File: src/rtl/decode_stage.sv
// RV32I/RV32E instruction-decode stage: combinational decode, register file
// with optional write-back bypass, and a registered ID/EX slot with
// valid/ready handshake, flush and load-use bubble insertion.
module decode_stage #(
  parameter int XLEN      = 32,
  parameter int NREGS     = 32,
  parameter bit WB_BYPASS = 1'b1
) (
  input  logic            clk,
  input  logic            rst_n,
  input  logic            in_valid,
  output logic            in_ready,
  input  logic [31:0]     in_instr,
  input  logic [XLEN-1:0] in_pc,
  input  logic            flush,
  input  logic            wb_we,
  input  logic [4:0]      wb_rd,
  input  logic [XLEN-1:0] wb_data,
  output logic            out_valid,
  input  logic            out_ready,
  output logic [XLEN-1:0] out_pc,
  output logic [XLEN-1:0] out_pcplus4,
  output logic [XLEN-1:0] out_rd1,
  output logic [XLEN-1:0] out_rd2,
  output logic [XLEN-1:0] out_imm,
  output logic [4:0]      out_rs1,
  output logic [4:0]      out_rs2,
  output logic [4:0]      out_rd,
  output logic            out_regwrite,
  output logic            out_memwrite,
  output logic            out_memread,
  output logic            out_jump,
  output logic            out_branch,
  output logic            out_alusrc,
  output logic            out_illegal,
  output logic [1:0]      out_resultsrc,
  output logic [3:0]      out_alucontrol
);

  localparam int AW = (NREGS == 16) ? 4 : 5;

  generate
    if (XLEN != 32) begin : g_xlen_chk
      $error("decode_stage: XLEN must be 32");
    end
    if (NREGS != 32 && NREGS != 16) begin : g_nregs_chk
      $error("decode_stage: NREGS must be 32 or 16");
    end
  endgenerate

  localparam logic [6:0] OP_R      = 7'b0110011;
  localparam logic [6:0] OP_I      = 7'b0010011;
  localparam logic [6:0] OP_LOAD   = 7'b0000011;
  localparam logic [6:0] OP_STORE  = 7'b0100011;
  localparam logic [6:0] OP_BRANCH = 7'b1100011;
  localparam logic [6:0] OP_JAL    = 7'b1101111;
  localparam logic [6:0] OP_JALR   = 7'b1100111;
  localparam logic [6:0] OP_LUI    = 7'b0110111;
  localparam logic [6:0] OP_AUIPC  = 7'b0010111;

  localparam logic [3:0] ALU_ADD  = 4'd0;
  localparam logic [3:0] ALU_SUB  = 4'd1;
  localparam logic [3:0] ALU_AND  = 4'd2;
  localparam logic [3:0] ALU_OR   = 4'd3;
  localparam logic [3:0] ALU_XOR  = 4'd4;
  localparam logic [3:0] ALU_SLT  = 4'd5;
  localparam logic [3:0] ALU_SLTU = 4'd6;
  localparam logic [3:0] ALU_SLL  = 4'd7;
  localparam logic [3:0] ALU_SRL  = 4'd8;
  localparam logic [3:0] ALU_SRA  = 4'd9;
  localparam logic [3:0] ALU_PASSB = 4'd10;

  logic [6:0] opcode;
  logic [6:0] funct7;
  logic [2:0] funct3;
  logic [4:0] rs1, rs2, rd;

  assign opcode = in_instr[6:0];
  assign funct3 = in_instr[14:12];
  assign funct7 = in_instr[31:25];
  assign rs1    = in_instr[19:15];
  assign rs2    = in_instr[24:20];
  assign rd     = in_instr[11:7];

  logic [31:0] imm_i, imm_s, imm_b, imm_j, imm_u;

  assign imm_i = {{20{in_instr[31]}}, in_instr[31:20]};
  assign imm_s = {{20{in_instr[31]}}, in_instr[31:25], in_instr[11:7]};
  assign imm_b = {{19{in_instr[31]}}, in_instr[31], in_instr[7], in_instr[30:25], in_instr[11:8], 1'b0};
  assign imm_j = {{11{in_instr[31]}}, in_instr[31], in_instr[19:12], in_instr[20], in_instr[30:21], 1'b0};
  assign imm_u = {in_instr[31:12], 12'b0};

  logic        d_regwrite, d_memwrite, d_memread, d_jump, d_branch, d_alusrc;
  logic        d_bad, uses_rs1, uses_rs2, d_illegal, reg_bad;
  logic [1:0]  d_resultsrc;
  logic [3:0]  d_alu;
  logic [31:0] d_imm;

  // Opcode-class decode: control bits, immediate, operand usage, legality.
  always_comb begin
    d_regwrite  = 1'b0;
    d_memwrite  = 1'b0;
    d_memread   = 1'b0;
    d_jump      = 1'b0;
    d_branch    = 1'b0;
    d_alusrc    = 1'b0;
    d_bad       = 1'b0;
    uses_rs1    = 1'b0;
    uses_rs2    = 1'b0;
    d_resultsrc = 2'd0;
    d_alu       = ALU_ADD;
    d_imm       = 32'd0;
    case (opcode)
      OP_R: begin
        uses_rs1   = 1'b1;
        uses_rs2   = 1'b1;
        d_regwrite = 1'b1;
        case (funct3)
          3'b000: if (funct7 == 7'h00) d_alu = ALU_ADD;
                  else if (funct7 == 7'h20) d_alu = ALU_SUB;
                  else d_bad = 1'b1;
          3'b101: if (funct7 == 7'h00) d_alu = ALU_SRL;
                  else if (funct7 == 7'h20) d_alu = ALU_SRA;
                  else d_bad = 1'b1;
          default: begin
            d_bad = (funct7 != 7'h00);
            case (funct3)
              3'b001:  d_alu = ALU_SLL;
              3'b010:  d_alu = ALU_SLT;
              3'b011:  d_alu = ALU_SLTU;
              3'b100:  d_alu = ALU_XOR;
              3'b110:  d_alu = ALU_OR;
              default: d_alu = ALU_AND;
            endcase
          end
        endcase
      end
      OP_I: begin
        uses_rs1   = 1'b1;
        d_regwrite = 1'b1;
        d_alusrc   = 1'b1;
        d_imm      = imm_i;
        case (funct3)
          3'b000:  d_alu = ALU_ADD;
          3'b010:  d_alu = ALU_SLT;
          3'b011:  d_alu = ALU_SLTU;
          3'b100:  d_alu = ALU_XOR;
          3'b110:  d_alu = ALU_OR;
          3'b111:  d_alu = ALU_AND;
          3'b001: if (funct7 == 7'h00) d_alu = ALU_SLL;
                  else d_bad = 1'b1;
          default: if (funct7 == 7'h00) d_alu = ALU_SRL;
                   else if (funct7 == 7'h20) d_alu = ALU_SRA;
                   else d_bad = 1'b1;
        endcase
      end
      OP_LOAD: begin
        uses_rs1    = 1'b1;
        d_regwrite  = 1'b1;
        d_memread   = 1'b1;
        d_alusrc    = 1'b1;
        d_resultsrc = 2'd1;
        d_imm       = imm_i;
        d_bad       = (funct3 == 3'b011) || (funct3 == 3'b110) || (funct3 == 3'b111);
      end
      OP_STORE: begin
        uses_rs1   = 1'b1;
        uses_rs2   = 1'b1;
        d_memwrite = 1'b1;
        d_alusrc   = 1'b1;
        d_imm      = imm_s;
        d_bad      = funct3[2] || (funct3 == 3'b011);
      end
      OP_BRANCH: begin
        uses_rs1 = 1'b1;
        uses_rs2 = 1'b1;
        d_branch = 1'b1;
        d_imm    = imm_b;
        d_bad    = (funct3 == 3'b010) || (funct3 == 3'b011);
        case (funct3[2:1])
          2'b10:   d_alu = ALU_SLT;
          2'b11:   d_alu = ALU_SLTU;
          default: d_alu = ALU_SUB;
        endcase
      end
      OP_JAL: begin
        d_regwrite  = 1'b1;
        d_jump      = 1'b1;
        d_resultsrc = 2'd2;
        d_imm       = imm_j;
      end
      OP_JALR: begin
        uses_rs1    = 1'b1;
        d_regwrite  = 1'b1;
        d_jump      = 1'b1;
        d_alusrc    = 1'b1;
        d_resultsrc = 2'd2;
        d_imm       = imm_i;
        d_bad       = (funct3 != 3'b000);
      end
      OP_LUI: begin
        d_regwrite = 1'b1;
        d_alusrc   = 1'b1;
        d_alu      = ALU_PASSB;
        d_imm      = imm_u;
      end
      OP_AUIPC: begin
        d_regwrite = 1'b1;
        d_alusrc   = 1'b1;
        d_imm      = imm_u;
      end
      default: d_bad = 1'b1;
    endcase
  end

  // RV32E only checks register fields the instruction actually uses.
  assign reg_bad   = (NREGS == 16) &&
                     ((uses_rs1 && rs1[4]) || (uses_rs2 && rs2[4]) || (d_regwrite && rd[4]));
  assign d_illegal = d_bad || reg_bad;

  logic [XLEN-1:0] regs [NREGS];
  logic [XLEN-1:0] rf_rd1, rf_rd2;
  logic            wr_en;

  function automatic logic in_range(input logic [4:0] a);
    return ({1'b0, a} < 6'(NREGS));
  endfunction

  assign wr_en  = wb_we && (wb_rd != 5'd0) && in_range(wb_rd);
  assign rf_rd1 = ((rs1 == 5'd0) || !in_range(rs1)) ? '0 :
                  (WB_BYPASS && wr_en && (wb_rd == rs1)) ? wb_data : regs[rs1[AW-1:0]];
  assign rf_rd2 = ((rs2 == 5'd0) || !in_range(rs2)) ? '0 :
                  (WB_BYPASS && wr_en && (wb_rd == rs2)) ? wb_data : regs[rs2[AW-1:0]];

  // Register file write port; flush does not suppress write-back.
  always_ff @(posedge clk or negedge rst_n) begin
    if (!rst_n) begin
      for (int i = 0; i < NREGS; i++) regs[i] <= '0;
    end else if (wr_en) begin
      regs[wb_rd[AW-1:0]] <= wb_data;
    end
  end

  logic hazard, accept;

  assign hazard = out_valid && out_memread && (out_rd != 5'd0) && in_valid &&
                  ((uses_rs1 && (rs1 == out_rd)) || (uses_rs2 && (rs2 == out_rd)));
  assign in_ready = flush || (!hazard && (!out_valid || out_ready));
  assign accept   = in_valid && in_ready && !flush;

  // ID/EX slot: flush clears valid, accept loads, consume without accept bubbles.
  always_ff @(posedge clk or negedge rst_n) begin
    if (!rst_n) begin
      out_valid      <= 1'b0;
      out_pc         <= '0;
      out_pcplus4    <= '0;
      out_rd1        <= '0;
      out_rd2        <= '0;
      out_imm        <= '0;
      out_rs1        <= '0;
      out_rs2        <= '0;
      out_rd         <= '0;
      out_regwrite   <= 1'b0;
      out_memwrite   <= 1'b0;
      out_memread    <= 1'b0;
      out_jump       <= 1'b0;
      out_branch     <= 1'b0;
      out_alusrc     <= 1'b0;
      out_illegal    <= 1'b0;
      out_resultsrc  <= '0;
      out_alucontrol <= '0;
    end else if (flush) begin
      out_valid <= 1'b0;
    end else if (accept) begin
      out_valid      <= 1'b1;
      out_pc         <= in_pc;
      out_pcplus4    <= in_pc + XLEN'(4);
      out_rd1        <= rf_rd1;
      out_rd2        <= rf_rd2;
      out_imm        <= d_imm;
      out_rs1        <= rs1;
      out_rs2        <= rs2;
      out_rd         <= rd;
      out_regwrite   <= d_regwrite && !d_illegal;
      out_memwrite   <= d_memwrite && !d_illegal;
      out_memread    <= d_memread && !d_illegal;
      out_jump       <= d_jump && !d_illegal;
      out_branch     <= d_branch && !d_illegal;
      out_alusrc     <= d_alusrc;
      out_illegal    <= d_illegal;
      out_resultsrc  <= d_resultsrc;
      out_alucontrol <= d_alu;
    end else if (out_ready) begin
      out_valid <= 1'b0;
    end
  end

endmodule
File: config.mk
export PLATFORM = sky130hd
export DESIGN_NAME = decode_stage
export DESIGN_NICKNAME = d
export VERILOG_FILES = /design/src/rtl/decode_stage.sv
export SDC_FILE = /design/constraint.sdc
export NUM_CORES = 2
export LEC_CHECK = 0
export BUFFER_PORTS_ARGS = -buffer_cell sky130_fd_sc_hd__buf_4
export CAP_MARGIN = 20
export CORE_ASPECT_RATIO = 0.5
export CORE_MARGIN = 4
export CORE_UTILIZATION = 55
export CTS_CLUSTER_SIZE = 12
export DETAILED_ROUTE_END_ITERATION = 10
export GPL_TIMING_DRIVEN = 0
export PLACE_DENSITY = 0.73
export RECOVER_POWER = 100
export SYNTH_ARGS = -nofsm -noshare
export SYNTH_HDL_FRONTEND = slang
export SYNTH_SLANG_ARGS = --single-unit
File: constraint.sdc
create_clock -name clk -period 5 [get_ports clk]
set_input_delay 0.5 -clock clk [delete_from_list [all_inputs] [get_ports clk]]
set_output_delay 0.5 -clock clk [all_outputs]
set_load 0.1 [all_outputs]
# [Yosys cells after proc, flatten, opt, wreduce, memory -nomap -nowiden]
# Cells that the tools add are included.
[word_totals] ff_bits=1213 input_bits=107 word_cells=173 out_inout_bits=190
[classes] reduce_logical=49 magnitude_cmp=4 n_eq_ne=23 n_mux=42 n_bitwise=4 n_addsub=1
[ops] op="1024-bit bitwise mux" count=1
[ops] op="32-bit binary-select mux with 5-bit select" count=2
[ops] op="32-bit two-way mux" count=9
[ops] op="32-bit demux with 5-bit select" count=1
[ops] op="32-bit case mux with 5 select lines" count=1
[ops] op="32-bit by 3-bit adder with 32-bit output, second input constant" count=1
[ops] op="7-bit by 6-bit == test with 1-bit output, second input constant" count=4
[ops] op="4-bit case mux with 7 select lines" count=1
[ops] op="7-bit == test, second input constant" count=3
[ops] op="5-bit == test" count=4
[ops] op="6-bit greater-or-equal comparator, second input constant" count=3
[ops] op="1-bit logical AND" count=18
[ops] op="5-bit NOT with 6-bit output" count=3
[ops] op="6-bit OR reduction" count=3
[ops] op="1-bit two-way mux" count=17
[ops] op="4-bit case mux with 4 select lines" count=1
[ops] op="3-bit case mux with 5 select lines" count=1
[ops] op="7-bit by 5-bit == test with 1-bit output, second input constant" count=2
[ops] op="3-bit == test, second input constant" count=4
[ops] op="5-bit zero test" count=2
[ops] op="5-bit nonzero test" count=2
[ops] op="3-bit OR reduction" count=3
[ops] op="4-bit two-way mux" count=2
[ops] op="4-bit case mux with 2 select lines" count=1
[ops] op="other kinds (20)" count=34

# [Longest topological paths before layout]
[depth] ltp_word=13 ltp_mapped=12

# [Worst setup path after synthesis]
# Ideal clock, no wire load.
[synth_path] path_type="register to output" start="register out_rd[1]" end="output port in_ready" arrival_time_ns=2.419 path_stages_with_launch=4 setup_slack_ns=2.081 path_cell_list="dfrtp_1 > or4_1 > o211ai_2 > o22a_1"
[synth_via] elab_chain_cells=7 elab_cells_between_ends=12 classes_between="2 x eq/ne; 10 x reduce/logical"
[synth_rtl] item="start: declaration" line_no="28" text="output logic [4:0] out_rd,"
[synth_rtl] item="start signal: assignment" line_no="283" text="out_rd <= rd;"
[synth_rtl] item="5-bit == test / 5-bit nonzero test (equally long branches)" line_no="247, 246"
[synth_rtl] item="1-bit logical AND (on tied branches)" line_no="247, 246"
[synth_rtl] item="1-bit logical OR / 1-bit logical AND (equally long branches)" line_no="247, 246"
[synth_rtl] item="1-bit logical AND *" line_no="246" text="assign hazard = out_valid && out_memread && (out_rd != 5'd0) && in_valid &&"
[synth_rtl] item="1-bit zero test *" line_no="248" text="assign in_ready = flush || (!hazard && (!out_valid || out_ready));"
[synth_rtl] item="1-bit logical AND *" line_no="248"
[synth_rtl] item="1-bit logical OR *" line_no="248"
[synth_rtl] item="end: declaration" line_no="12" text="output logic in_ready,"
# Mark *: on every way between the ends. The rest lies on a longest branch, timed or not.

# [Final worst setup path]
[layout_path] start="input port in_instr[23]" end="register out_rd2[9]"
[layout_via] elab_chain_cells=10 elab_cells_between_ends=19 classes_between="2 x eq/ne; 5 x mux; 1 x bitwise; 11 x reduce/logical"
[layout_rtl] item="start: declaration" line_no="13" text="input logic [31:0] in_instr,"
[layout_rtl] item="branches (longest 10 deep; another with 32-bit binary-select mux with 5-bit select)"
[layout_rtl] item="end signal: assignment" line_no="279" text="out_rd2 <= rf_rd2;"
[layout_rtl] item="end: declaration" line_no="24" text="output logic [XLEN-1:0] out_rd2,"
# Several ways; the timed one is not identified. The select of a mux whose other input is x is not followed.
# A chain may end at the register's enable or synchronous reset.

==> run_results.csv <==
group,metric,value,unit
timing,final.setup.tns,0,ns
timing,finalWorstPathRequiredPeriod,4.46,ns
placed_design,portBuffers,286,
logic_synthesis,synth-xor-area-share,0.00678,
floorplan,initial_utilization,0.558,
critical_path,crit_top_cell,"clkbuf_1",
layout,fillCellCount,8818,
logic_synthesis,synth_top_family_by_area,"multiplexers",
logic_synthesis,synth_seq_cells,1211,
logic_synthesis,synth.largest_area_cell,"dfrtp_1",
placed_design,dp_cells,6447,
placed_design,dpl.hpwl,197,mm
layout,layout.nets,5183,
clock_tree,post_cts_buffers,0,
floorplan,dieArea,121000,µm²
logic_synthesis,netlist_instances,4599,
logic_synthesis,syn-cell-area,63300,µm²
critical_path,critical_path_class,"in2reg",
floorplan,placementRows,87,
logic_synthesis,async_flop_share,1.00,
layout,layout.cells.non_filler,6649,
clock_tree,cts_buffers,114,
logic_synthesis,synth_compound_area_frac,0.0585,
logic_synthesis,yosys.area_share.simple,0.0384,
min_path,hold_class,"in2reg",
timing,max_slew_margin,0.0624,
drt,ant_nets,0,
timing,worst_pin_slew,1.41,ns
global_routing,grt_use_total,0.450,
run_status,status,"complete, no violations",
power,seqPwrFrac,0.446,
placed_design,place_area,68300,µm²
drt,vias_per_cell,7.29,
min_path,min_path_cells,2,
placed_design,place.gp.congestion,1.04,
floorplan,core,113000,µm²
clock_tree,path_clk_slew,0.06,ns
global_routing,grt_pass1_wl,374,mm
min_path,min_to,"out_pc[21]",
logic_synthesis,ys_warn_count,0,
timing,final_max_slew_viol_count,0,
drt,wl,274,mm
clock_tree,clockBufferDepth,3,
drt,drc,0,
logic_synthesis,synth.area.mux_share,0.380,
timing,finalHoldViolCount,0,
power,power_density,412,nW/µm²
floorplan,die_h,248,µm
critical_path,end_kind,"register",
power,ir_drop,299,µV
power,comb_power_share,0.272,
critical_path,timing.rr.end,"out_rd2[9]",
drt,drtPass1Iterations,6,
layout,areaGrowthSynthToFinish,11.9,%
global_routing,grt_start_max_net_pins,185,
job,cap_violations,0,
critical_path,cp.arrival,5.13,ns
logic_synthesis,yosysMostFrequentCell,"dfrtp_1",
critical_path,cp_slowest_stage_delay,0.98,ns
power,internal-power,19.1,mW
logic_synthesis,synthesis.nets,4707,
logic_synthesis,synth.top_cell.area_share,0.478,
floorplan,die_w,488,µm
logic_synthesis,synth_cell_types,72,
critical_path,cp_max_fo,10,
power,pwr-share-clk,0.282,
critical_path,r2r_cells,8,
logic_synthesis,ys_seq_area_frac,0.478,
drt,vias,48490,
min_path,hold_start,"in_pc[21]",
clock_tree,clock-sinks,1211,
critical_path,slowest_stage,"o21bai_1",
logic_synthesis,syn_avg_cell_area,13.8,µm²
critical_path,startpoint_type,"input port",
global_routing,grt-ovfl-total,0,
clock_tree,root_buffer,"clkbuf_16",
critical_path,worstPathRequired,5.67,ns
clock_tree,insertion_delay,0.78,ns
critical_path,r2r-start,"out_rd[4]",
drt,drtIter0Drc,7389,
timing,skew,0.0444,ns
logic_synthesis,ys_top_cells_by_count,"dfrtp_1, mux2_2, mux4_2, mux2i_1, nand2_1",
critical_path,cp_cell_sequence,"clkbuf_1 > xnor2_1 > nand3_1 > a2bb2oi_1 > o21bai_1 > clkbuf_1 > clkbuf_1 > clkbuf_1 > a221o_1",
power,p_switching,10.1,mW
global_routing,antenna_found_initial,24,
critical_path,r2r_slack,0.63,ns
clock_tree,htree_levels,3,
clock_tree,cts_tree,"built",
timing,rsz0062_at_grt,"false",
logic_synthesis,ys.flop_type,"dfrtp_1",
logic_synthesis,synth_fa_ha_area_frac,0.000198,
power,cellLeakagePower,30.8,nW
power,total_power,29.2,mW
timing,period_share,0.892,
logic_synthesis,synth_area_leaders,"dfrtp_1, mux2_2, mux4_2, mux2i_1, a22oi_1",
layout,drive_above_1_share,0.370,
power,p_sw_frac,0.346,
timing,fmax,224,MHz
timing,setup_violations,0,
floorplan,top_level_ports,297,
logic_synthesis,synth_edf_count,0,
global_routing,grt_pass1_vias,47627,
layout,design_area,70900,µm²
drt,avgRoutedWirePerCell,41.2,µm
## power groups by stage
stage / clock network (mW) / logic, mW / registers (mW)
2_1_floorplan: 0 / 4.05 / 14.2
3_3_place_gp: 0 / 7.73 / 12.9
3_5_place_dp: 0 / 7.96 / 13.1
4_1_cts: 8.16 / 8.00 / 12.9
5_1_grt: 8.57 / 8.20 / 13.2
6_report: 8.22 / 7.94 / 13.0
## what timing repair did
action,4_1_cts,5_1_grt
setup endpoints to repair,0,0
hold buffers,19,0
gates resized for setup,0,0
endpoints found under the hold margin,81,0
## flip-flops by register name, indices dropped and copies added (netlist names), 2 cells and up
signal / count
out_imm: 32
out_pc: 32
out_pcplus4: 30
out_rd: 5
regs: 1024
out_rs1: 5
out_rs2: 5
out_rd2: 32
out_resultsrc: 2
out_rd1: 32
out_alucontrol: 4
## how the worst max path moves through the flow
stage | end | depth (start not counted) | from | slack, ns
after floorplan | in_ready | 3 | out_rd[1] | 2.08
after global placement | out_rd1[6] | 1 | rst_n | -10.97
after detailed placement | out_rd1[31] | 10 | in_instr[16] | 0.45
after CTS | out_rd1[31] | 10 | in_instr[16] | 1.25
after global routing | out_rd2[13] | 9 | in_instr[23] | 0.49
final | out_rd2[9] | 9 | in_instr[23] | 0.54
## cell families after synthesis
family	count (synthesis)
buffers and inverters	490
XOR/XNOR	49
multiplexers	1769
AND/OR/NAND/NOR	540
flip-flops	1211
adder cells (fa/ha/maj)	1
AO/OA/AOI/OAI	539
## critical path: cells and delay by family
family	cells	cell delay, ns
compound gates	3	1.51
xor+xnor	1	0.19
buf+inv	4	2.78
simple gates	1	0.11
## per-layer routing
metal | share of wire | track usage | up-vias
met5 | 0.00043 | 0 | -
met4 | 0.071 | 0.266 | 16
met3 | 0.16 | 0.216 | 918
met2 | 0.41 | 0.624 | 4008
met1 | 0.37 | 0.576 | 25284
li1 | - | - | 18264
## placed cells by master (no fill, tap or decap), types with 23 or more instances in the layout
cell	synthesis	final
buf_4	42	126
xnor2_1	23	23
nor2_1	74	72
a221o_1	32	32
mux4_2	402	402
a21oi_1	104	104
buf_8	6	38
mux2_2	1058	1053
o21ai_0	105	115
buf_2	107	77
clkbuf_1	234	536
buf_6	22	25
clkbuf_16	0	116
dfrtp_1	1211	1211
nand2_1	276	276
diode_2	0	23
mux2i_1	297	297
a22oi_1	155	155
nand3_1	74	74
o211ai_1	30	30
xor2_1	26	26
## final cells by class
class | count | area, µm² | share of cell area
Sequential cell | 1211 | 30300 | 0.428
Timing Repair Buffer | 360 | 2530 | 0.0357
Buffer | 480 | 2240 | 0.0317
Clock buffer | 150 | 3120 | 0.0440
Antenna cell | 23 | 57.6 | 0.000812
Multi-Input combinational cell | 2898 | 30600 | 0.432
Clock inverter | 4 | 35.0 | 0.000494
Tap cell | 1513 | 1890 | 0.0267
Inverter | 10 | 37.5 | 0.000530
## through the flow
stage	hold WS (ns)	utilization	setup WS (ns)
CTS	0.00127	0.631	1.25
finish	0.0317	0.625	0.542
detailed placement	0.412	0.602	0.448
global placement	0.454	0.594	-10.97
floorplan	0.204	-	2.08
global route	0.0237	0.624	0.492
Note: power is estimated with default switching activity, not from simulation.
